==> config.mk <==
export PLATFORM = sky130hd
export DESIGN_NAME = mult_secuencial_param_flat
export DESIGN_NICKNAME = d
export VERILOG_FILES = /design/src/rtl/mult_pkg.sv /design/src/rtl/mult_secuencial_param_if.sv /design/src/rtl/mult_secuencial_param.sv /design/src/flat_wrapper.sv
export SDC_FILE = /design/constraint.sdc
export NUM_CORES = 1
export LEC_CHECK = 0
export ABC_AREA = 1
export CAP_MARGIN = 20
export CORE_MARGIN = 5
export CORE_UTILIZATION = 45
export DETAILED_ROUTE_END_ITERATION = 6
export PLACE_DENSITY = 0.66
export SLEW_MARGIN = 0
export SYNTH_ARGS = -nofsm -noshare
export SYNTH_HDL_FRONTEND = slang
export SYNTH_SLANG_ARGS = --single-unit
==> constraint.sdc <==
create_clock -name clk -period 5.6 [get_ports clk]
set_input_delay 1.12 -clock clk [delete_from_list [all_inputs] [get_ports clk]]
set_output_delay 1.12 -clock clk [all_outputs]
set_load 0.1 [all_outputs]
==> src/rtl/mult_pkg.sv <==
// mult_pkg: shared state encoding and the conditional-negate helper for the sequential multiplier
package mult_pkg;
  typedef enum logic [1:0] {IDLE = 2'd0, CALC = 2'd1, DONE = 2'd2} state_t;
  function automatic logic [63:0] neg_if(input logic [63:0] x, input logic n);
    return n ? -x : x;
  endfunction
endpackage

==> src/rtl/mult_secuencial_param_if.sv <==
// mult_secuencial_param_if: start/busy/done handshake and operand/result bus of the multiplier
interface mult_secuencial_param_if #(parameter int WIDTH = 8);
  localparam int CW = $clog2(WIDTH + 1);
  logic start, sgn, busy, done;
  logic [WIDTH-1:0] a, b;
  logic [2*WIDTH-1:0] c;
  logic [CW-1:0] contador;
  modport master(output start, a, b, sgn, input c, contador, busy, done);
  modport slave(input start, a, b, sgn, output c, contador, busy, done);
endinterface

==> src/rtl/mult_secuencial_param.sv <==
// mult_secuencial_param: shift-add multiplier, one multiplier bit per clock; signed mode under MULT_SIGNED_EN
module mult_secuencial_param
  import mult_pkg::*;
#(parameter int WIDTH = 8) (
  input logic clk,
  input logic rst,
  mult_secuencial_param_if.slave bus
);
  localparam int CW = $clog2(WIDTH + 1);
  state_t state;
  logic [2*WIDTH-1:0] acc, mcand, acc_next, result;
  logic [WIDTH-1:0] mplier, ma, mb;
  always_comb acc_next = mplier[0] ? acc + mcand : acc;
`ifdef MULT_SIGNED_EN
  logic neg;
  // truncating the 64-bit negate keeps -2^(WIDTH-1) as its unsigned magnitude
  always_comb begin
    ma = bus.sgn ? WIDTH'(neg_if(64'(bus.a), bus.a[WIDTH-1])) : bus.a;
    mb = bus.sgn ? WIDTH'(neg_if(64'(bus.b), bus.b[WIDTH-1])) : bus.b;
    result = (2*WIDTH)'(neg_if(64'(acc_next), neg));
  end
  always_ff @(posedge clk or negedge rst)
    if (!rst) neg <= 1'b0;
    else if (state != CALC && bus.start) neg <= bus.sgn & (bus.a[WIDTH-1] ^ bus.b[WIDTH-1]);
`else
  always_comb begin
    ma = bus.a;
    mb = bus.b;
    result = acc_next;
  end
`endif
  always_ff @(posedge clk or negedge rst) begin
    if (!rst) begin
      state <= IDLE;
      acc <= '0;
      mcand <= '0;
      mplier <= '0;
      bus.c <= '0;
      bus.contador <= '0;
      bus.busy <= 1'b0;
      bus.done <= 1'b0;
    end else begin
      bus.done <= 1'b0;
      if (state != CALC && bus.start) begin
        state <= CALC;
        acc <= '0;
        mcand <= {{WIDTH{1'b0}}, ma};
        mplier <= mb;
        bus.contador <= '0;
        bus.busy <= 1'b1;
      end else if (state == CALC) begin
        acc <= acc_next;
        mcand <= mcand << 1;
        mplier <= mplier >> 1;
        bus.contador <= bus.contador + 1'b1;
        if (bus.contador == CW'(WIDTH - 1)) begin
          state <= DONE;
          bus.c <= result;
          bus.busy <= 1'b0;
          bus.done <= 1'b1;
        end
      end else state <= IDLE;
    end
  end
endmodule

==> src/flat_wrapper.sv <==
// flat-port wrapper written by rule: the top's interface ports become plain ports
module mult_secuencial_param_flat import mult_pkg::*;
#(parameter int WIDTH = 8)
  (clk, rst, bus_start, bus_a, bus_b, bus_sgn, bus_c, bus_contador, bus_busy, bus_done);
  mult_secuencial_param_if #(.WIDTH(WIDTH)) bus_i ();
  input logic clk;
  input logic rst;
  input wire logic [$bits(bus_i.start)-1:0] bus_start;
  input wire logic [$bits(bus_i.a)-1:0] bus_a;
  input wire logic [$bits(bus_i.b)-1:0] bus_b;
  input wire logic [$bits(bus_i.sgn)-1:0] bus_sgn;
  output wire logic [$bits(bus_i.c)-1:0] bus_c;
  output wire logic [$bits(bus_i.contador)-1:0] bus_contador;
  output wire logic [$bits(bus_i.busy)-1:0] bus_busy;
  output wire logic [$bits(bus_i.done)-1:0] bus_done;
  assign bus_i.start = bus_start;
  assign bus_i.a = bus_a;
  assign bus_i.b = bus_b;
  assign bus_i.sgn = bus_sgn;
  assign bus_c = bus_i.c;
  assign bus_contador = bus_i.contador;
  assign bus_busy = bus_i.busy;
  assign bus_done = bus_i.done;
  mult_secuencial_param #(.WIDTH(WIDTH)) u_core (.clk(clk), .rst(rst), .bus(bus_i));
endmodule
==> results of run 1 <==
==> registers in the layout, summed over array words and instances (netlist names) <==
name,cells
u_core.bus.busy,1
u_core.mplier,8
u_core.state,2
u_core.mcand,16
u_core.bus.contador,4
u_core.bus.c,16
u_core.bus.done,1
u_core.acc,16
==> final timing paths <==
check,from,end,slack (ps),depth (start not counted)
max reg2reg,u_core.state[1],u_core.bus.c[5],3130,6
min in group asynchronous,rst,u_core.bus.c[7],940,2
min reg2reg,u_core.bus.c[1],u_core.bus.c[1],470,2
max in group asynchronous,rst,u_core.mcand[7],4110,2
min,u_core.bus.c[1],u_core.bus.c[1],470,2
max,u_core.bus.contador[3],bus_contador[3],2540,1
==> cell families after synthesis <==
group	share of synthesized area (%)
DFF	44.8
AOI/OAI and AO/OA	9.07
adders and majority gates	6.16
xor gates and xnor gates	1.23
buffers and inverters	9.98
and+or+nand+nor	28.7
==> stage by stage <==
| stage | hold slack, ps | worst slack (ps) |
|---|---|---|
| finish | 475 | 2540 |
| floorplan | 465 | 3530 |
| global route | 512 | 2480 |
| global placement | 457 | 2920 |
| CTS | 484 | 2520 |
| detailed placement | 465 | 2910 |
==> layout make-up <==
cell class / count / area share [%]
Multi-Input combinational cell: 319 / 38.4
Inverter: 68 / 6.07
Clock inverter: 5 / 1.34
Clock buffer: 11 / 3.36
Sequential cell: 64 / 38.1
Tap cell: 102 / 3.03
Timing Repair Buffer: 42 / 9.76
==> metal layers <==
layer	share of wire, %	global-route usage (%)	vias to the layer above
met4	1.8	8.30	0
li1	-	-	1561
met3	2.9	3.65	13
met5	0	0	-
met2	48	30.1	51
met1	47	22.3	1446
==> layout by cell type (no fill, tap or decap), types with 2 or more instances in the layout <==
cell / n
sky130_fd_sc_hd__clkinv_2: 2
sky130_fd_sc_hd__o21ai_1: 4
sky130_fd_sc_hd__nor2_1: 13
sky130_fd_sc_hd__nand4_1: 2
sky130_fd_sc_hd__a21oi_1: 7
sky130_fd_sc_hd__or2_2: 8
sky130_fd_sc_hd__nor3_1: 3
sky130_fd_sc_hd__nor2_2: 2
sky130_fd_sc_hd__nand3b_1: 2
sky130_fd_sc_hd__clkdlybuf4s50_1: 39
sky130_fd_sc_hd__xnor2_1: 4
sky130_fd_sc_hd__o22ai_1: 10
sky130_fd_sc_hd__nand2_1: 164
sky130_fd_sc_hd__inv_1: 68
sky130_fd_sc_hd__o21ai_0: 22
sky130_fd_sc_hd__o221ai_1: 4
sky130_fd_sc_hd__nand3_1: 43
sky130_fd_sc_hd__ha_1: 16
sky130_fd_sc_hd__or2_1: 2
sky130_fd_sc_hd__o211ai_1: 6
sky130_fd_sc_hd__clkbuf_8: 10
sky130_fd_sc_hd__dfrtp_1: 64
sky130_fd_sc_hd__buf_4: 2
==> out/summary.md, run 1 <==
The run finished with clean final reports. The worst setup path is of the reg2out kind. For the pin with the worst max-slew slack, the measured transition is 975 ps. Entering global routing, the biggest net connects 65 pins. Once layout is complete, the utilization of the core stands at 54.4%. The layout overhead on the synthesized area was 17.8%; the number of setup buffers added after CTS was 0. The floorplan has 32 rows. The die is 99.1 um tall. By instance count, the leading cell after synthesis is sky130_fd_sc_hd__nand2_1. The multi-input combinational cells in the finished layout cover a total of 1610 sq um. The cell sitting at the root of the clock tree is a sky130_fd_sc_hd__clkbuf_8. The design area is 4210 sq um, and the count of placed standard cells including taps is 595. The share of post-route cells with drive strength above 1 was 6.09%; the synthesized area divided by synthesized cell count was 7.67 sq um. The final-report max-slew violation count is 0. The clock insertion delay at the later pin of the skew report is 340 ps, and the average routed wire per standard cell is 13.0 um. On the worst path, the slowest cell contributes a delay of 1160 ps. Across all layers, the routed design uses 3071 vias. Of all nets on the critical path, the largest fanout is 5. The number of H-tree branching levels came out at 3. After detailed placement, the total cell area comes to 4010 sq um. Based on the critical path, the design can be clocked at up to 327 MHz. The number of global-route vias before repair was 3183; the initial cell density of the core was 46.2%.

The floorplan step set the die width to 99.1 um. The master of the slowest instance on the critical path was sky130_fd_sc_hd__clkdlybuf4s50_1. The worst setup skew after layout is 9.26 ps, and the area of the placeable core is 7730 sq um. After clock tree synthesis, the clock-pin slew on the worst setup and hold paths is 70 ps. After synthesis, flip-flops and latches occupy 44.8% of the total area. Headroom to the max-slew limit came out at 34.8%. Routability-driven placement finished with a final weighted congestion of 0.879.

The hold violation total from the final report is 0. The area share of the largest cell type after synthesis works out to 44.8%. The number of max-capacitance violations reported was 0; the clock buffer count from CTS was 9.

For the global-route wire length before repair, the log shows 14.2 mm. Post-layout minimum cycle time: 3060 ps. The buffers plus inverters on the worst setup path works out to 1.

The path class of the tightest hold or removal check is reg2reg. The logs give 64 for the clock sink count and 31 for the number of distinct standard cells referenced by the synthesized netlist. For this run, the total global-route usage over all layers was measured as 18.0%. The initial antenna violation count was 0.

The die footprint was 9820 sq um. The most used flip-flop cell after synthesis is sky130_fd_sc_hd__dfrtp_1. Data arrives at the worst endpoint at 1940 ps. Once layout is complete, the cells apart from fillers number 611. For the worst setup path, the data required time is 4480 ps. After detailed routing, the number of remaining DRC violations is 0.

After clock tree synthesis, the flow added hold-fix buffers numbering 0. Once detail routing completed, the nets flagged for antenna violations numbered 0. The tools report the type of origin of the critical path as a register. Counting instances in the post-synthesis netlist gives the leading cell types as sky130_fd_sc_hd__nand2_1, sky130_fd_sc_hd__inv_1, sky130_fd_sc_hd__dfrtp_1. The final setup TNS is 0 ps, and the net count after synthesis is 503. The number of inserted filler cells in the final layout is 754, and the maximum number of buffers from clock root to sink is 2. TritonCTS built the clock tree. Cell family with the largest share of critical-path delay: buffers and inverters. The first detailed-routing pass ran for 4 iterations. After global routing the overflow that remains totals 0. The final layout contains routed wiring with a total length of 7.96 mm.

The number of resized instances in the post-cts repair step was 0. Setup repair after global routing left no endpoint under its margin. The run gives 0 as the number of diodes. Cell type contributing the most total cell area after synthesis: sky130_fd_sc_hd__dfrtp_1.

For this block, the initial DRC count from the detailed router was 76. Buffers placed on the I/O ports in this run total 40. In the final design database the tool counted 541 nets.

Number of top-level pins: 42. The number of register bits inferred by synthesis works out to 64. The nature of the critical path endpoint was a primary output.

After synthesis, the cell types taking the most area are sky130_fd_sc_hd__dfrtp_1, sky130_fd_sc_hd__nand2_1, sky130_fd_sc_hd__inv_1, sky130_fd_sc_hd__nand3_1, sky130_fd_sc_hd__ha_1. Detailed placement ended at an HPWL of 5.65 mm. The signal on the critical path passes through clkdlybuf4s50_1.

The sequential cells in the finished layout cover a total of 1600 sq um. During synthesis, Yosys emitted a total of 0 warnings. For this run, asynchronously set or reset flops after synthesis account for 100%.

The final period utilization works out to 54.6%. For the netlist area before placement, the log shows 3570 sq um. The cell count after synthesis was 466; the count of flip-flops with a built-in enable after synthesis was 0. The via-per-instance ratio is 5.03, and the number of setup violations in the final report is 0.
Power of run 1 is left out: the tool's default activity adds up to more than one toggle a clock period on the data nets, which glitch-free logic cannot reach.
==> run 2: changes to the inputs <==
Clock period 5.6 ns to 3.2 ns, I/O delays scaled along.
==> run 2 against run 1 <==
  * Final cell count is 0.33% higher
  * Sequential share of layout area is 0.057 points higher
  * Clock skew up 5.9 ps
  * Count of clock-buffer cells in the layout decreased by 2
  * Register-to-register slack lost 2000 ps
  * Core utilization fell by 0.081 points
  * Critical endpoint is now u_core.bus.c[8]
  * Largest cell class unchanged
==> out/summary.md, run 2 (same netlist as run 1, synthesis figures left out) <==
Setup slack on the worst reg-to-reg path comes out at 1150 ps. The logs give 39.3% for the remaining max-slew budget at the tightest pin and 98 for the DRC violation total after the first TritonRoute iteration. Grouping stages by cell kind, the critical path spends the most delay in simple AND/OR/NAND/NOR gates. In this run the tool buffered the top-level ports with 40 buffer cells. Critical-path maximum fanout: 3. TritonCTS built the clock tree. The number of setup buffers added after CTS is 0. The worst register-to-register path ends at u_core.bus.c[8].

The tool flagged a number of max-cap violations equal to 0. The tree is rooted in a sky130_fd_sc_hd__clkbuf_8. In this run the standard cell core region covers 7730 sq um.

The vias after detailed routing was 3050; the die footprint was 9820 sq um. STA puts the critical path data arrival time at 2290 ps. The clock arrives with 15.2 ps of skew. Layout overhead on the synthesized area: 17.6%.

The nature of the critical path endpoint was a register. The number of global-route vias before repair was 3068; the HPWL after detailed placement was 5.71 mm. The initial utilization of the core area, before any placement, comes to 46.2%. The tools report the clock insertion delay at the later pin of the skew report as 350 ps. Setup repair after global routing left no endpoint under its margin.

Global routing used 17.8% of the available tracks. The largest registers in the layout are u_core.acc (16), u_core.bus.c (16), u_core.mcand (16). The clock passes through at most 2 buffers. The worst register-to-register path begins at u_core.mcand[0].

Setup violations remaining at the end of the flow were counted as 0. The worst setup path category was reg2reg. Counting both buffers and inverters, the worst setup path holds a total of 0. The die is 99.1 um tall.

The hold violation total from the final report was 0. At the worst endpoint, the required time is 3440 ps. Once detail routing completed, the nets flagged for antenna violations numbered 0. Static timing analysis puts the maximum clock frequency at 488 MHz. The run gives 0 as the initial antenna violation count. The top cell types in the final layout, fill and taps aside, are sky130_fd_sc_hd__nand2_1, sky130_fd_sc_hd__inv_1, sky130_fd_sc_hd__dfrtp_1, sky130_fd_sc_hd__nand3_1, sky130_fd_sc_hd__buf_4. The run gives 0 as the DRC violations left. Buffers inserted to repair hold after CTS numbered 0.

After clock tree synthesis, the repair step resized 0 gates. In this run the worst hold path is classified as in2async. Traced cell by cell, the critical path runs through ha_1, fa_1, nand2_1, nand2_1, and2_2, nand2_1, nand2_1, xnor2_1, nand2_1, nand3_1, nand2_1. The share of post-route cells with drive strength above 1 is 11.0%, and the worst stage delay on the critical path is 400 ps. The number of diodes was 0. The net count of the finished layout is 543, and the post-layout minimum cycle time is 2050 ps.

Most repeated library cell on the critical path: sky130_fd_sc_hd__nand2_1. At the end of the flow the core is filled with cells to 54.4%. The master of the slowest instance on the critical path was sky130_fd_sc_hd__fa_1.

For this run, the detailed router's first-pass iteration total came to 4. The length in cells of the worst reg-to-reg path was 11; the number of inserted filler cells in the final layout was 754. The average routed wire per standard cell is 13.0 um, and the global-route wire length before repair is 14.1 mm. The slew at the pin closest to its max-slew limit is 911 ps, and the clock buffer count from CTS is 9. The total overflow left after global routing is 0. Entering global routing, the biggest net connects 42 pins.

The H-tree was split into 3 levels. The library cell used most frequently in the layout, excluding fill and tap cells, is sky130_fd_sc_hd__nand2_1. After detailed routing, the number of vias per cell comes to 4.98. Of the available clock period, the critical path in the final layout requires 64.0%. The die is 99.1 um wide.

The tools report the type of origin of the critical path as a register. The final-report max-slew violation count is 0. In this run the core area contains 32 standard-cell rows. The tools report the worst setup slack after placement as 1010 ps.

The final setup TNS is 0 ps, and the CTS clock-pin slew for the worst setup and hold paths is 80 ps. The logs give 64 for the clock sink count and 1150 ps for the final worst setup slack. 42 I/O pins were placed.

The flow ran to the end, and the final reports show no timing, DRC or antenna violations. At the end of routability-driven placement, the weighted congestion stood at 0.870. For the total routed wirelength, the log shows 7.95 mm.
-- run 2: cell count changes in the layout (fill, tap and decap cells not counted) --
cell                              delta
sky130_fd_sc_hd__buf_4              +23
sky130_fd_sc_hd__clkbuf_1            -1
sky130_fd_sc_hd__inv_6               +1
sky130_fd_sc_hd__clkdlybuf4s50_1    -22
sky130_fd_sc_hd__clkbuf_8            -1
sky130_fd_sc_hd__bufinv_16           +1
sky130_fd_sc_hd__buf_12              +1
-- run 2: area by class of cell --
cell class	count	area, sq um	share of cell area, %
clock inverters	7	95.1	2.26
inverters	68	255	6.08
clock buffers	9	124	2.95
flip-flops and latches	64	1600	38.1
multi-input cells	319	1610	38.4
well taps	102	128	3.04
repair buffers	44	383	9.12
-- run 2: how the worst max path moves through the flow --
stage,cells after the start,end,slack (ps),start
after CTS,11,u_core.bus.c[8],1130,u_core.mcand[0]
after global routing,11,u_core.bus.c[8],940,u_core.mcand[0]
after floorplan,7,u_core.bus.c[2],1160,u_core.bus.contador[0]
after global placement,6,u_core.bus.contador[3],1000,bus_start
after detailed placement,6,u_core.bus.contador[3],1010,bus_start
final,11,u_core.bus.c[8],1150,u_core.mcand[0]
-- run 2: through the flow --
| step | std cells | hold slack (ps) | instance area (sq um) |
|---|---|---|---|
| 6_report | 613 | 297 | 4200 |
| 2_1_floorplan | 466 | 344 | 3570 |
| 5_1_grt | 613 | 345 | 4200 |
| 3_3_place_gp | 597 | 461 | 3980 |
| 3_5_place_dp | 597 | 466 | 3980 |
| 4_1_cts | 613 | 316 | 4200 |
-- run 2: per-layer routing --
metal	wire, um	vias to the layer above	global-route usage [%]
met5	0	-	0
met4	105	0	4.94
met3	382	9	4.91
met2	3740	70	29.3
met1	3720	1411	23.2
li1	-	1560	-
-- run 2: worst reg2reg max path: stages, from the launching register on --
cell                      delay [ps]
sky130_fd_sc_hd__dfrtp_1         380
sky130_fd_sc_hd__ha_1            230
sky130_fd_sc_hd__fa_1            400
sky130_fd_sc_hd__nand2_1          90
sky130_fd_sc_hd__nand2_1          70
sky130_fd_sc_hd__and2_2          200
sky130_fd_sc_hd__nand2_1          60
sky130_fd_sc_hd__nand2_1          60
sky130_fd_sc_hd__xnor2_1         190
sky130_fd_sc_hd__nand2_1          90
sky130_fd_sc_hd__nand3_1         110
sky130_fd_sc_hd__nand2_1          50
Power of run 2 is left out for the same reason.
==> run 3: changes to the inputs <==
Clock period 3.2 ns to 2.1 ns, I/O delays scaled along.
==> run 3 against run 2 <==
  * Non-clock buffer count up 7
  * Critical path type unchanged
  * Largest cell class unchanged
  * First-iteration DRC count decreased by 1.0%
  * Wire length rose by 0.11%
  * Maximum frequency increased by 7.0%
==> out/summary.md, run 3 (same netlist as run 1, synthesis figures left out) <==
The count of buffers added on input and output ports is 40. The flow ran to the end, and the final reports show no timing, DRC or antenna violations. For this design the top-level I/O count stands at 42. The pin count of the biggest net entering global routing is 65, and the number of detailed-route iterations in the first pass is 4. In this run the deepest clock path goes through 2 buffers.

Data on the critical path arrives at its endpoint at 2140 ps. Dividing the final minimum period by the clock period gives 91.2%. The run gives 71.8% as the remaining max-slew budget at the tightest pin.

TritonCTS built the clock tree. The cell family with the largest share of critical-path delay is simple AND/OR/NAND/NOR gates. The run gives 0.938 as the routability congestion estimate. For this design, the slowest cell found on the critical path is sky130_fd_sc_hd__dfrtp_1. In this run the remaining antenna-violating nets after routing total 0. Leaving out fill and tap cells, the most frequent cells in the layout are sky130_fd_sc_hd__nand2_1, sky130_fd_sc_hd__inv_1, sky130_fd_sc_hd__dfrtp_1, sky130_fd_sc_hd__nand3_1, sky130_fd_sc_hd__buf_4. The area growth from synthesis to layout is 20.6%.

The logs give 0 ps for the final setup TNS and 0 for the total global routing overflow. Based on the critical path, the design can be clocked at up to 522 MHz. The run gives 97 as the DRC violation total after the first TritonRoute iteration. After layout, the worst setup slack is 185 ps. Setup repair after global routing left no endpoint under its margin.

The floorplan has 32 rows. Data on the critical path is required at its endpoint by 2330 ps. Worst setup path category: reg2reg. Of all nets on the critical path, the largest fanout is 3. 0 antenna diodes ended up in the layout. On the worst path, the slowest cell contributes a delay of 390 ps.

The clock arrives with 9.00 ps of skew. For the pin with the worst max-slew slack, the measured transition is 421 ps. In the final layout, the share of cells above drive strength 1 is 13.1%. Prior to clock tree synthesis, the placed netlist has a worst setup slack of 78.6 ps. The run gives 0 as the initial antenna violation count.

The tools report the number of max-capacitance violations reported as 0. The most numerous cell type found on the critical path is sky130_fd_sc_hd__nand2_1. For the global-route wire length before repair, the log shows 14.5 mm. The die boundary width came out at 99.1 um. The HPWL after detailed placement was 5.86 mm; the die extent in y was 99.1 um.

The CTS clock-pin slew for the worst setup and hold paths works out to 80 ps. Type of the most critical hold path: in2async. The largest registers in the layout are u_core.acc (16), u_core.bus.c (16), u_core.mcand (16). The floorplan step defined a die boundary enclosing 9820 sq um. The final-report max-slew violation count was 0. The tools report the overall track demand over capacity in global routing as 17.9%.

Clock tree synthesis selected as its root buffer the cell sky130_fd_sc_hd__clkbuf_8. STA classifies the critical path startpoint as a register. After the last flow step, the layout net total stands at 550.

The run gives 3252 as the number of global-route vias before repair. The region available for standard cell placement spans 7730 sq um. The clock tree synthesis step divided the H-tree into 3 levels. The clock sink count is 64. The commonest non-fill, non-tap cell in the layout is sky130_fd_sc_hd__nand2_1. The average routed wire per standard cell was 12.8 um; the clock insertion delay at the later pin of the skew report was 340 ps. The signal on the critical path passes through ha_2, fa_2, nand2_1, nand2_1, and2_2, nand2_1, nand2_1, xnor2_2, nand2_1, nand3_1, nand2_1. The routed design has 7.96 mm of wire. The number of setup violations in the final report came out at 0. In the routed design, unresolved DRC markers number 0. Nature of the critical path endpoint: a register.

The initial utilization of the core area, before any placement, comes to 46.2%. The via-per-instance ratio is 5.00, and the vias after detailed routing is 3097. In this run, CTS created clock tree buffers numbering 9. Counting both buffers and inverters, the worst setup path holds a total of 0.

The number of setup buffers added after CTS is 0. The post-layout minimum cycle time was 1910 ps; the hold violation total from the final report was 0.
run 3: layout make-up:
type	instances	area (sq um)
Inverter	68	255
Sequential cell	64	1600
Tap cell	102	128
Fill cell	748	3420
Clock inverter	6	115
Multi-Input combinational cell	319	1630
Timing Repair Buffer	51	435
Clock buffer	10	138
run 3: metrics by stage:
stage | std cells | hold WS, ps | util [%] | area [sq um]
final | 620 | 73.7 | 55.7 | 4310
after global routing | 620 | 102 | 55.7 | 4310
after CTS | 620 | 95.9 | 55.5 | 4290
after detailed placement | 604 | 467 | 52.2 | 4030
after global placement | 604 | 459 | 52.2 | 4030
after floorplan | 466 | 124 | - | 3570
run 3: final timing paths:
| kind | start | to | slack, ps | cells past startpoint |
|---|---|---|---|---|
| max | u_core.mcand[0] | u_core.acc[8] | 190 | 11 |
| min | rst | u_core.acc[6] | 70 | 2 |
| max reg2reg | u_core.mcand[0] | u_core.acc[8] | 190 | 11 |
| min reg2reg | u_core.bus.c[14] | u_core.bus.c[14] | 480 | 2 |
| max in group asynchronous | rst | u_core.bus.c[9] | 1720 | 2 |
| min in group clk | u_core.bus.c[14] | u_core.bus.c[14] | 480 | 2 |
run 3: timing repair:
item / CTS / global route
setup endpoints to repair: 0 / 8
hold buffers: 0 / 0
gates resized for setup: 0 / 5
run 3: layer usage:
layer / vias to the layer above / routed length [um] / share of wire [%] / global-route usage (%)
met2: 47 / 3820 / 48 / 30.0
met1: 1457 / 3720 / 47 / 22.7
met5: - / 0 / 0 / 0
li1: 1579 / - / - / -
met4: 0 / 180 / 2.3 / 6.72
met3: 14 / 238 / 3.0 / 3.79
Power of run 3 is left out for the same reason.
